## src/rtl/fwu_frame_rx_if.sv

```systemverilog
// Byte-stream, command and payload signals of the firmware-update receive framer.
// slave is the framer side; master is the SLIP decoder / command handler side.
interface fwu_frame_rx_if;
   logic        slip_start;
   logic        slip_end;
   logic [7:0]  slip_data;
   logic        slip_valid;
   logic        slip_ready;
   logic        cmd_valid;
   logic [7:0]  cmd_type;
   logic [15:0] cmd_seq;
   logic [15:0] cmd_len;
   logic [7:0]  pay_data;
   logic        pay_valid;
   logic        pay_ready;
   logic        pay_last;
   logic        frm_done;
   logic [2:0]  frm_err;
   logic [15:0] err_cnt;

   modport slave (
      input  slip_start, slip_end, slip_data, slip_valid, pay_ready,
      output slip_ready, cmd_valid, cmd_type, cmd_seq, cmd_len,
             pay_data, pay_valid, pay_last, frm_done, frm_err, err_cnt
   );

   modport master (
      output slip_start, slip_end, slip_data, slip_valid, pay_ready,
      input  slip_ready, cmd_valid, cmd_type, cmd_seq, cmd_len,
             pay_data, pay_valid, pay_last, frm_done, frm_err, err_cnt
   );
endinterface

```

## src/rtl/fwu_frame_rx.sv

```systemverilog
// Receive framer: checks 55 AA 01 header, len limit and CRC32, streams payload
// unbuffered and reports one verdict per frame.
`ifndef FWU_MAX_PAYLOAD
`define FWU_MAX_PAYLOAD 1024
`endif

module fwu_frame_rx #(
   parameter int unsigned MAX_PAYLOAD = `FWU_MAX_PAYLOAD
) (
   input logic             clk,
   input logic             rst_n,
   fwu_frame_rx_if.slave   bus
);

   typedef enum logic [2:0] {StIdle, StHdr, StPay, StCrc, StWaitEnd, StDrop} state_e;

   localparam logic [2:0] ErrNone  = 3'd0;
   localparam logic [2:0] ErrMagic = 3'd1;
   localparam logic [2:0] ErrVer   = 3'd2;
   localparam logic [2:0] ErrLen   = 3'd3;
   localparam logic [2:0] ErrCrc   = 3'd4;
   localparam logic [2:0] ErrShort = 3'd5;
   localparam logic [2:0] ErrLong  = 3'd6;

   // Reflected IEEE CRC-32, one byte per call.
   function automatic logic [31:0] crc32_ieee(input logic [31:0] crc, input logic [7:0] data);
      logic [31:0] r;
      r = crc ^ {24'd0, data};
      for (int i = 0; i < 8; i++) begin
         r = r[0] ? ((r >> 1) ^ 32'hEDB8_8320) : (r >> 1);
      end
      return r;
   endfunction

   state_e      state_q, state_d;
   logic [2:0]  idx_q, idx_d;
   logic [15:0] cnt_q, cnt_d;
   logic [31:0] crc_q, crc_d;
   logic [31:0] rx_crc_q, rx_crc_d;
   logic [2:0]  err_lat_q, err_lat_d;
   logic [7:0]  type_q, type_d;
   logic [15:0] seq_q, seq_d;
   logic [15:0] len_q, len_d;
   logic        cmd_valid_q, cmd_valid_d;
   logic        done_q, done_d;
   logic [2:0]  frm_err_q, frm_err_d;
   logic [15:0] err_cnt_q, err_cnt_d;
   logic [2:0]  verdict;
   logic [15:0] len_new;
   logic        accept;

   assign bus.slip_ready = (state_q == StPay) ? bus.pay_ready : 1'b1;
   assign accept         = bus.slip_valid && bus.slip_ready;
   assign bus.pay_valid  = (state_q == StPay) && bus.slip_valid;
   assign bus.pay_data   = (state_q == StPay) ? bus.slip_data : 8'd0;
   assign bus.pay_last   = (state_q == StPay) && (cnt_q == len_q - 16'd1);
   assign bus.cmd_valid  = cmd_valid_q;
   assign bus.cmd_type   = type_q;
   assign bus.cmd_seq    = seq_q;
   assign bus.cmd_len    = len_q;
   assign bus.frm_done   = done_q;
   assign bus.frm_err    = frm_err_q;
   assign bus.err_cnt    = err_cnt_q;
   assign len_new        = {len_q[15:8], bus.slip_data};

   always_comb begin
      state_d     = state_q;
      idx_d       = idx_q;
      cnt_d       = cnt_q;
      crc_d       = crc_q;
      rx_crc_d    = rx_crc_q;
      err_lat_d   = err_lat_q;
      type_d      = type_q;
      seq_d       = seq_q;
      len_d       = len_q;
      cmd_valid_d = 1'b0;
      done_d      = 1'b0;
      verdict     = ErrNone;

      if (bus.slip_start) begin
         // A restart before the verdict closes the old frame as truncated.
         if (state_q != StIdle) begin
            done_d  = 1'b1;
            verdict = ErrShort;
         end
         state_d   = StHdr;
         idx_d     = 3'd0;
         cnt_d     = 16'd0;
         crc_d     = '1;
         err_lat_d = ErrNone;
      end else if (bus.slip_end) begin
         unique case (state_q)
            StHdr, StPay, StCrc: begin
               done_d  = 1'b1;
               verdict = ErrShort;
               state_d = StIdle;
            end
            StWaitEnd: begin
               done_d  = 1'b1;
               verdict = (rx_crc_q == ~crc_q) ? ErrNone : ErrCrc;
               state_d = StIdle;
            end
            StDrop: begin
               done_d  = 1'b1;
               verdict = err_lat_q;
               state_d = StIdle;
            end
            default: ;
         endcase
      end else if (accept) begin
         unique case (state_q)
            StHdr: begin
               crc_d = crc32_ieee(crc_q, bus.slip_data);
               idx_d = idx_q + 3'd1;
               case (idx_q)
                  3'd0: if (bus.slip_data != 8'h55) begin
                     err_lat_d = ErrMagic;
                     state_d   = StDrop;
                  end
                  3'd1: if (bus.slip_data != 8'hAA) begin
                     err_lat_d = ErrMagic;
                     state_d   = StDrop;
                  end
                  3'd2: if (bus.slip_data != 8'h01) begin
                     err_lat_d = ErrVer;
                     state_d   = StDrop;
                  end
                  3'd3: type_d = bus.slip_data;
                  3'd4: seq_d  = {bus.slip_data, seq_q[7:0]};
                  3'd5: seq_d  = {seq_q[15:8], bus.slip_data};
                  3'd6: len_d  = {bus.slip_data, len_q[7:0]};
                  default: begin
                     len_d = len_new;
                     idx_d = 3'd0;
                     if ({16'd0, len_new} > MAX_PAYLOAD) begin
                        err_lat_d = ErrLen;
                        state_d   = StDrop;
                     end else begin
                        cmd_valid_d = 1'b1;
                        state_d     = (len_new != 16'd0) ? StPay : StCrc;
                     end
                  end
               endcase
            end
            StPay: begin
               crc_d = crc32_ieee(crc_q, bus.slip_data);
               cnt_d = cnt_q + 16'd1;
               if (cnt_q == len_q - 16'd1) begin
                  state_d = StCrc;
                  idx_d   = 3'd0;
               end
            end
            StCrc: begin
               rx_crc_d = {rx_crc_q[23:0], bus.slip_data};
               idx_d    = idx_q + 3'd1;
               if (idx_q == 3'd3) state_d = StWaitEnd;
            end
            StWaitEnd: begin
               err_lat_d = ErrLong;
               state_d   = StDrop;
            end
            default: ;
         endcase
      end

      frm_err_d = done_d ? verdict : frm_err_q;
      err_cnt_d = err_cnt_q;
      if (done_d && (verdict != ErrNone) && (err_cnt_q != 16'hFFFF)) begin
         err_cnt_d = err_cnt_q + 16'd1;
      end
   end

   always_ff @(posedge clk or negedge rst_n) begin
      if (!rst_n) begin
         state_q     <= StIdle;
         idx_q       <= 3'd0;
         cnt_q       <= 16'd0;
         crc_q       <= '1;
         rx_crc_q    <= 32'd0;
         err_lat_q   <= ErrNone;
         type_q      <= 8'd0;
         seq_q       <= 16'd0;
         len_q       <= 16'd0;
         cmd_valid_q <= 1'b0;
         done_q      <= 1'b0;
         frm_err_q   <= ErrNone;
         err_cnt_q   <= 16'd0;
      end else begin
         state_q     <= state_d;
         idx_q       <= idx_d;
         cnt_q       <= cnt_d;
         crc_q       <= crc_d;
         rx_crc_q    <= rx_crc_d;
         err_lat_q   <= err_lat_d;
         type_q      <= type_d;
         seq_q       <= seq_d;
         len_q       <= len_d;
         cmd_valid_q <= cmd_valid_d;
         done_q      <= done_d;
         frm_err_q   <= frm_err_d;
         err_cnt_q   <= err_cnt_d;
      end
   end

endmodule

```

## src/flat_wrapper.sv

```systemverilog
// flat-port wrapper written by rule: the top's interface ports become plain ports
module fwu_frame_rx_flat 
#(
   parameter int unsigned MAX_PAYLOAD = `FWU_MAX_PAYLOAD
)
  (clk, rst_n, bus_slip_start, bus_slip_end, bus_slip_data, bus_slip_valid, bus_pay_ready, bus_slip_ready, bus_cmd_valid, bus_cmd_type, bus_cmd_seq, bus_cmd_len, bus_pay_data, bus_pay_valid, bus_pay_last, bus_frm_done, bus_frm_err, bus_err_cnt);
  fwu_frame_rx_if bus_i ();
  input logic clk;
  input logic rst_n;
  input wire logic [$bits(bus_i.slip_start)-1:0] bus_slip_start;
  input wire logic [$bits(bus_i.slip_end)-1:0] bus_slip_end;
  input wire logic [$bits(bus_i.slip_data)-1:0] bus_slip_data;
  input wire logic [$bits(bus_i.slip_valid)-1:0] bus_slip_valid;
  input wire logic [$bits(bus_i.pay_ready)-1:0] bus_pay_ready;
  output wire logic [$bits(bus_i.slip_ready)-1:0] bus_slip_ready;
  output wire logic [$bits(bus_i.cmd_valid)-1:0] bus_cmd_valid;
  output wire logic [$bits(bus_i.cmd_type)-1:0] bus_cmd_type;
  output wire logic [$bits(bus_i.cmd_seq)-1:0] bus_cmd_seq;
  output wire logic [$bits(bus_i.cmd_len)-1:0] bus_cmd_len;
  output wire logic [$bits(bus_i.pay_data)-1:0] bus_pay_data;
  output wire logic [$bits(bus_i.pay_valid)-1:0] bus_pay_valid;
  output wire logic [$bits(bus_i.pay_last)-1:0] bus_pay_last;
  output wire logic [$bits(bus_i.frm_done)-1:0] bus_frm_done;
  output wire logic [$bits(bus_i.frm_err)-1:0] bus_frm_err;
  output wire logic [$bits(bus_i.err_cnt)-1:0] bus_err_cnt;
  assign bus_i.slip_start = bus_slip_start;
  assign bus_i.slip_end = bus_slip_end;
  assign bus_i.slip_data = bus_slip_data;
  assign bus_i.slip_valid = bus_slip_valid;
  assign bus_i.pay_ready = bus_pay_ready;
  assign bus_slip_ready = bus_i.slip_ready;
  assign bus_cmd_valid = bus_i.cmd_valid;
  assign bus_cmd_type = bus_i.cmd_type;
  assign bus_cmd_seq = bus_i.cmd_seq;
  assign bus_cmd_len = bus_i.cmd_len;
  assign bus_pay_data = bus_i.pay_data;
  assign bus_pay_valid = bus_i.pay_valid;
  assign bus_pay_last = bus_i.pay_last;
  assign bus_frm_done = bus_i.frm_done;
  assign bus_frm_err = bus_i.frm_err;
  assign bus_err_cnt = bus_i.err_cnt;
  fwu_frame_rx #(.MAX_PAYLOAD(MAX_PAYLOAD)) u_core (.clk(clk), .rst_n(rst_n), .bus(bus_i));
endmodule
```

## config.mk

```make
export PLATFORM = sky130hd
export DESIGN_NAME = fwu_frame_rx_flat
export DESIGN_NICKNAME = d
export VERILOG_FILES = /design/src/rtl/fwu_frame_rx_if.sv /design/src/rtl/fwu_frame_rx.sv /design/src/flat_wrapper.sv
export SDC_FILE = /design/constraint.sdc
export NUM_CORES = 1
export LEC_CHECK = 0
export ABC_CLOCK_PERIOD_IN_PS = 2800
export CAP_MARGIN = 10
export CORE_ASPECT_RATIO = 1.1
export CORE_MARGIN = 5
export CORE_UTILIZATION = 50
export DETAILED_ROUTE_END_ITERATION = 10
export GPL_TIMING_DRIVEN = 0
export PLACE_DENSITY = 0.78
export SYNTH_ARGS = -nofsm -noshare
export SYNTH_HDL_FRONTEND = slang
export SYNTH_SLANG_ARGS = --single-unit
export TNS_END_PERCENT = 1
```

## constraint.sdc

```tcl
create_clock -name clk -period 2.8 [get_ports clk]
set_input_delay 0.42 -clock clk [delete_from_list [all_inputs] [get_ports clk]]
set_output_delay 0.42 -clock clk [all_outputs]
set_load 0.05 [all_outputs]
```

==> results of run 1 <==
synth_stat cells, types with 3 or more instances:
library cell    n  area, µm²
dfrtp_1       118       2953
xnor2_1        99      867.1
nor2_1         77      289.0
nand2_1        61      229.0
mux2_2         56      630.6
xor2_1         40      350.3
o21ai_0        33      165.2
a21oi_1        32      160.2
dfstp_2        32      840.8
clkbuf_1       27      101.4
nand4_1        20      125.1
a31oi_1        19      118.9
inv_1          17      63.81
nor4_1         14      87.58
nand3_1        13      65.06
nor3_1         13      65.06
and3_1         11      68.82
buf_2           9      45.04
and2_1          8      50.05
ha_1            8      100.1
nand2b_1        8      50.05
xnor2_2         8      130.1
or3_1           6      37.54
and4_1          5      43.79
o31ai_1         5      37.54
buf_6           4      45.04
nor2b_1         4      25.02
a211oi_1        3      22.52
clkbuf_8        3      41.29
mux2i_1         3      30.03
nand4b_1        3      26.28
o211ai_1        3      22.52
o21ai_1         3      15.01
o41ai_2         3      48.80
or4_1           3      22.52
metrics by stage:
stage | setup slack, ns | TNS [ns] | utilization
floorplan | 0.01676 | 0 | -
finish | -0.1273 | -0.1291 | 0.6200
global route | -0.2296 | -0.5291 | 0.6200
CTS | -0.1157 | -0.2127 | 0.6111
detailed placement | -0.5758 | -8.870 | 0.5700
global placement | -5.306 | -656.86 | 0.5683
cell families (layout without fill, tap and decap cells):
kind of cell | Yosys count | count (layout) | share of synthesized area
AOI/OAI and AO/OA | 122 | 122 | 0.09251
xor gates and xnor gates | 147 | 147 | 0.1592
adders and majority gates | 8 | 8 | 0.01182
buffers and inverters | 64 | 186 | 0.03694
DFF | 150 | 150 | 0.4481
muxes | 59 | 59 | 0.07803
and+or+nand+nor | 271 | 271 | 0.1735
routing by layer:
| metal | routed length [µm] | share of wire |
|---|---|---|
| met5 | 0 | 0 |
| met4 | 639 | 0.029 |
| met1 | 8946 | 0.40 |
| met2 | 11160 | 0.50 |
| met3 | 1408 | 0.064 |
worst max-delay path by stage:
stage | slack [ns] | end | cells after the start | startpoint
floorplan | 0.02 | bus_pay_last | 11 | u_core.bus.cmd_len[0]
detailed placement | -0.58 | bus_pay_last | 12 | u_core.bus.cmd_len[0]
finish | -0.13 | bus_pay_last | 8 | u_core.bus.cmd_len[0]
global route | -0.23 | bus_pay_last | 8 | u_core.bus.cmd_len[0]
CTS | -0.12 | bus_pay_last | 10 | u_core.bus.cmd_len[0]
global placement | -5.31 | u_core.bus.cmd_len[0] | 1 | rst_n
worst max-delay path: stages (launching register included):
cell,delay (ns)
dfrtp_2,0.44
nor4_4,0.41
nand3_2,0.21
nor4_2,0.33
a311oi_2,0.10
nor2_1,0.13
nand4_1,0.15
nor2_4,0.16
buf_8,0.15
cell usage in the layout, fill, tap and decap left out, types with 12 or more instances in the layout:
cell,Yosys,final
nor2_1,77,75
nand2_1,61,60
clkbuf_1,27,25
clkdlybuf4s50_1,0,72
dfrtp_1,118,112
inv_1,17,17
buf_4,0,12
a21oi_1,32,30
dfstp_2,32,32
nand4_1,20,20
xor2_1,40,39
clkbuf_16,0,17
a31oi_1,19,18
o21ai_0,33,32
nand3_1,13,12
xnor2_1,99,99
mux2_2,56,56
cell type report:
cell class / count / area, µm² / share of cell area
buffer: 40 / 217.7 / 0.02087
clock buffer: 18 / 439.2 / 0.04209
clock inverter: 14 / 161.4 / 0.01547
inverter: 18 / 67.56 / 0.006476
multi-input combinational: 607 / 4529 / 0.4341
sequential: 150 / 3801 / 0.3643
tap: 208 / 260.3 / 0.02494
timing repair buffer: 96 / 957.2 / 0.09174
state kept, by name, summed over array words and instances (netlist names):
register and cells:
u_core.bus.cmd_len 16, u_core.bus.cmd_seq 16, u_core.bus.cmd_type 8, u_core.bus.cmd_valid 1, u_core.bus.err_cnt 16, u_core.bus.frm_done 1
u_core.bus.frm_err 3, u_core.cnt_q 16, u_core.crc_q 32, u_core.err_lat_q 3, u_core.idx_q 3, u_core.rx_crc_q 32
u_core.state_q 3
power breakdown:
group	total (mW)	leakage, nW	internal (mW)	switching, mW
sequential	2.91	1.93	2.56	0.350
combinational	3.02	2.17	1.36	1.66
clock	2.35	0.291	1.36	0.991
timing repair:
item / in CTS / in global routing
buffers inserted: 3 / 10
gates resized for setup: 27 / 25
cloned: 0 / 0
endpoints found under the setup margin: 11 / 13
pin swaps: 6 / 11
==> metrics.md, run 1 <==
| Metric | Value |
|---|---|
| Status | complete, but fails checks |
| Failing checks | negative setup slack |
| Antenna violations before repair | 0 |
| Non-Filler Instances | 1151 |
| Pwr Total | 8.284 mW |
| Min Tclk post-route | 2.927 ns |
| Final count of negative-setup-slack endpoints | 2 |
| Via count | 6590 |
| Clock root buffer | clkbuf_16 |
| H-tree depth | 4 |
| Post-Place Cells | 1112 |
| Mean Syn Cell Area | 10.31 µm² |
| Clock latency on the worst-skew pair | 0.43 ns |
| PortBufs | 82 |
| Sequential share of the synthesized area | 0.4481 |
| Die W | 134.1 µm |
| Synth Flop Type | dfrtp_1 |
| Core area | 16830 µm² |
| Leakage power | 4.392 nW |
| Gpl congestion | 0.9419 |
| TritonCTS Buffers | 17 |
| Synth Register Bits | 150 |
| Worst-Margin Slew | 0.8434 ns |
| Startpoint types | flop |
| RR Startpoint | u_core.idx_q[1] |
| Routing usage on met2 | 0.3822 |
| Clk pin slew, worst setup/hold paths | 0.07 ns |
| Share of cells above drive strength 1 | 0.2238 |
| Vias in the first global route | 6636 |
| Met1 Resource Use GR | 0.2855 |
| Post-Syn Instances | 821 |
| Fill count | 1329 |
| Clock sink total | 150 |
| Unrepaired setup endpoints after global routing | yes |
| Die area | 19640 µm² |
| Final Hold Fails | 0 |
| P&R area growth vs syn | 23.23% |
| Initial DRC Count | 498 |
| Global Route met3 Usage | 0.05203 |
| EDFF count, synth | 0 |
| CTS max path bufs | 2 |
| Fmax | 341.6 MHz |
| Peak VDD IR | 583.1 µV |
| Detailed placement HPWL | 15260 µm |
| Antenna diode count | 0 |
| Final ANT Viol Nets | 0 |
| Hold_ws | 0.01431 ns |
| Reg2reg setup slack | 0.07 ns |
| Final Net Count | 952 |
| CTS tree | built |
| Drt pass-1 iters | 5 |
| FF-to-FF End | u_core.err_lat_q[1] |
| Overall routing resource usage | 0.2268 |
| Starting Density | 0.5031 |
| Post-cts hold buffer count | 0 |
| Synthesized area | 8467 µm² |
| Count of cell types in the netlist | 76 |
| Crit path kind | reg -> out |
| Finished Cell Area | 10430 µm² |
| Vias per Instance | 5.725 |
| WL/cell | 19.25 µm |
| Tcrit/Tclk final | 1.045 |
| Final Max Slew Viols | 0 |
| I/O pin count | 86 |
| Arrival time worst endpoint | 2.51 ns |
| Syn Nets | 843 |
| Clk_skew | 0.01064 ns |
| Relative slew slack | 0.4334 |
| PnR worst setup slack | -0.1273 ns |
| Hold WC Path Type | in -> async |
| Crit Path Max Fanout | 4 |
| Pwr Density | 794.0 nW/µm² |
| Yosys warning count | 0 |
| Asr flop ratio synth | 1.000 |
| Placed cell areas | 9592 µm² |
| Busiest grt layer | met2 |
| CP required | 2.38 ns |
| R2r worst-path depth | 9 |
| Crit end category | primary output |
| # DRC | 0 |
| Global route overflow | 0 |
| Global-route wire length before repair | 35400 µm |
| Std cell rows | 50 |
| Largest net degree at the start of global routing | 78 |
| Die height | 146.5 µm |
| WL final | 22150 µm |
| Max-cap violations | 0 |
Note: power is estimated with default switching activity, not from simulation.
==> inputs of run 2 (changes only) <==
Settings changed: CAP_MARGIN 10 to 20.
==> results of run 2 <==
The final DEF is identical to that of run 1; final timing and power are the same.
==> inputs of run 3 (changes only) <==
Settings changed: CORE_MARGIN 5 to unset.
==> run 3 against run 2 <==
The flow still finishes with violations (negative setup slack). Critical path depth up 1. Sequential power about the same. Die area shrank 11%. Sequential share of layout area is 0.12 points lower. Wire length increased by 1.3%. Worst setup slack worse by 0.039 ns. Combinational power hardly changed. Core utilization grew 1.7 points. Clock skew increased by 0.0021 ns. Clock-buffer cell count grew 1. Power is 2.4% lower. Largest cell class unchanged. Highest routed layer unchanged.
==> metrics.md, run 3 (synthesis results as in run 1) <==
| Metric | Value |
|---|---|
| RR Startpoint | u_core.bus.cmd_len[0] |
| WL final | 22430 µm |
| Pwr Density | 772.4 nW/µm² |
| Min Tclk post-route | 2.966 ns |
| Crit path kind | reg -> out |
| Std cell rows | 49 |
| Global-route wire length before repair | 34910 µm |
| P&R area growth vs syn | 23.60% |
| I/O pin count | 86 |
| PnR worst setup slack | -0.1660 ns |
| R2r worst-path depth | 10 |
| Drt pass-1 iters | 5 |
| Final count of negative-setup-slack endpoints | 1 |
| Clock sink total | 150 |
| Max-cap violations | 0 |
| Setup TNS | -0.1660 ns |
| Final ANT Viol Nets | 0 |
| Finished Cell Area | 10470 µm² |
| Largest net degree at the start of global routing | 80 |
| Peak VDD IR | 637.9 µV |
| Starting Density | 0.5153 |
| Relative slew slack | 0.4111 |
| Initial DRC Count | 553 |
| Antenna diode count | 0 |
| Vias in the first global route | 6531 |
| WL/cell | 19.39 µm |
| Place WS | -0.5259 ns |
| Clk pin slew, worst setup/hold paths | 0.06 ns |
| Startpoint types | flop |
| H-tree depth | 4 |
| Max incr delay on CP | 0.42 ns |
| PortBufs | 82 |
| Worst-Margin Slew | 0.8771 ns |
| Post-Place Cells | 1108 |
| Final Max Slew Viols | 0 |
| Post-cts hold buffer count | 0 |
| Status | complete, but fails checks |
| Non-Filler Instances | 1157 |
| Leading cell type in the layout, fill and taps excluded | dfrtp_1 |
| Die height | 138.5 µm |
| Crit path max-delay cell type | nor4_4 |
| Largest regs | u_core.crc_q: 32 flops, u_core.rx_crc_q: 32 flops |
| Most frequent cells in the layout | dfrtp_1 (113), xnor2_1 (99), nor2_1 (73), clkdlybuf4s50_1 (71), nand2_1 (60) |
| CP cell instances | buf_6, nor4_4, nand2_2, mux2_2, a31oi_2, nor2_1, nand4_1, nor2_4, buf_6 |
| Via count | 6743 |
| Detailed placement HPWL | 15130 µm |
| # DRC | 0 |
| CP Buf/Inv Count | 2 |
| TritonCTS Buffers | 17 |
| Final Net Count | 962 |
| CTS tree | built |
| Reg2reg setup slack | 0.05 ns |
| FF-to-FF End | u_core.state_q[0] |
| Failing checks | negative setup slack |
| Leakage power | 4.403 nW |
| Final Hold Fails | 0 |
| Placed cell areas | 9587 µm² |
| Clk_skew | 0.01270 ns |
| Hold WC Path Type | in -> async |
| Crit Path Max Fanout | 5 |
| Global route overflow | 0 |
| Clock latency on the worst-skew pair | 0.43 ns |
| Share of cells above drive strength 1 | 0.2329 |
| Overall routing resource usage | 0.2582 |
| Tcrit/Tclk final | 1.059 |
| Die W | 126.1 µm |
| Vias per Instance | 5.828 |
| Hold_ws | 0.01061 ns |
| Crit path top cell by count | buf_6 |
| Clock root buffer | clkbuf_16 |
| CTS max path bufs | 2 |
| Arrival time worst endpoint | 2.55 ns |
| Crit end category | primary output |
| Gpl congestion | 0.9422 |
| Unrepaired setup endpoints after global routing | yes |
| CP delay by family, top | simple AND/OR/NAND/NOR gates |
| Die area | 17460 µm² |
| Fmax | 337.2 MHz |
| CP required | 2.38 ns |
| Antenna violations before repair | 0 |
| Core area | 16430 µm² |
==> run 3: worst max-delay path by stage <==
stage                          start               endpoint  slack (ns)  depth (start not counted)
2_1_floorplan  u_core.bus.cmd_len[0]           bus_pay_last        0.02                         11
3_3_place_gp                   rst_n  u_core.bus.cmd_len[1]       -5.13                          1
3_5_place_dp   u_core.bus.cmd_len[0]           bus_pay_last       -0.53                         12
4_1_cts        u_core.bus.cmd_len[0]           bus_pay_last       -0.22                          9
5_1_grt        u_core.bus.cmd_len[1]           bus_pay_last       -0.30                          9
6_report       u_core.bus.cmd_len[1]           bus_pay_last       -0.17                          9
==> run 3: final cells by class <==
| class | count | area, µm² |
|---|---|---|
| Buffer | 44 | 256.5 |
| Clock buffer | 19 | 442.9 |
| Clock inverter | 13 | 110.1 |
| Fill cell | 1311 | 5966 |
| Inverter | 18 | 67.56 |
| Multi-Input combinational cell | 607 | 4527 |
| Sequential cell | 150 | 3800 |
| Tap cell | 204 | 255.2 |
| Timing Repair Buffer | 102 | 1006 |
==> run 3: worst register-to-register path: stages, from the launching register on <==
cell and delay (ns):
dfrtp_2 0.41, buf_6 0.14, buf_4 0.16, nor2_2 0.20, xnor2_1 0.15, a32oi_1 0.14, o31a_1 0.32, buf_4 0.13
a2111oi_0 0.43, a21oi_1 0.24, o311ai_1 0.33
==> run 3: layer usage <==
| metal | wire length (µm) | global-route usage | vias up |
|---|---|---|---|
| li1 | - | - | 3110 |
| met1 | 9355 | 0.3253 | 3307 |
| met2 | 11140 | 0.4254 | 256 |
| met3 | 1065 | 0.04567 | 70 |
| met4 | 868 | 0.1332 | 0 |
| met5 | 0 | 0 | - |
==> run 3: per-stage QoR <==
stage                       util  power [mW]
after floorplan                -       5.197
after global placement    0.5817       5.840
after detailed placement  0.5835       5.889
after CTS                 0.6189       8.070
after global routing      0.6369       8.478
final                     0.6369       8.083
==> run 3: where the power goes <==
| group | leakage [nW] | switching (mW) | total [mW] | internal, mW |
|---|---|---|---|---|
| registers | 1.94 | 0.349 | 2.91 | 2.56 |
| logic | 2.20 | 1.65 | 3.01 | 1.36 |
| clock network | 0.268 | 0.981 | 2.16 | 1.18 |
==> run 3: what timing repair did <==
item	4_1_cts	5_1_grt
endpoints found under the hold margin	0	0
buffers inserted	0	19
endpoints found under the setup margin	11	29
pin swaps	1	23
gates resized for setup	19	41
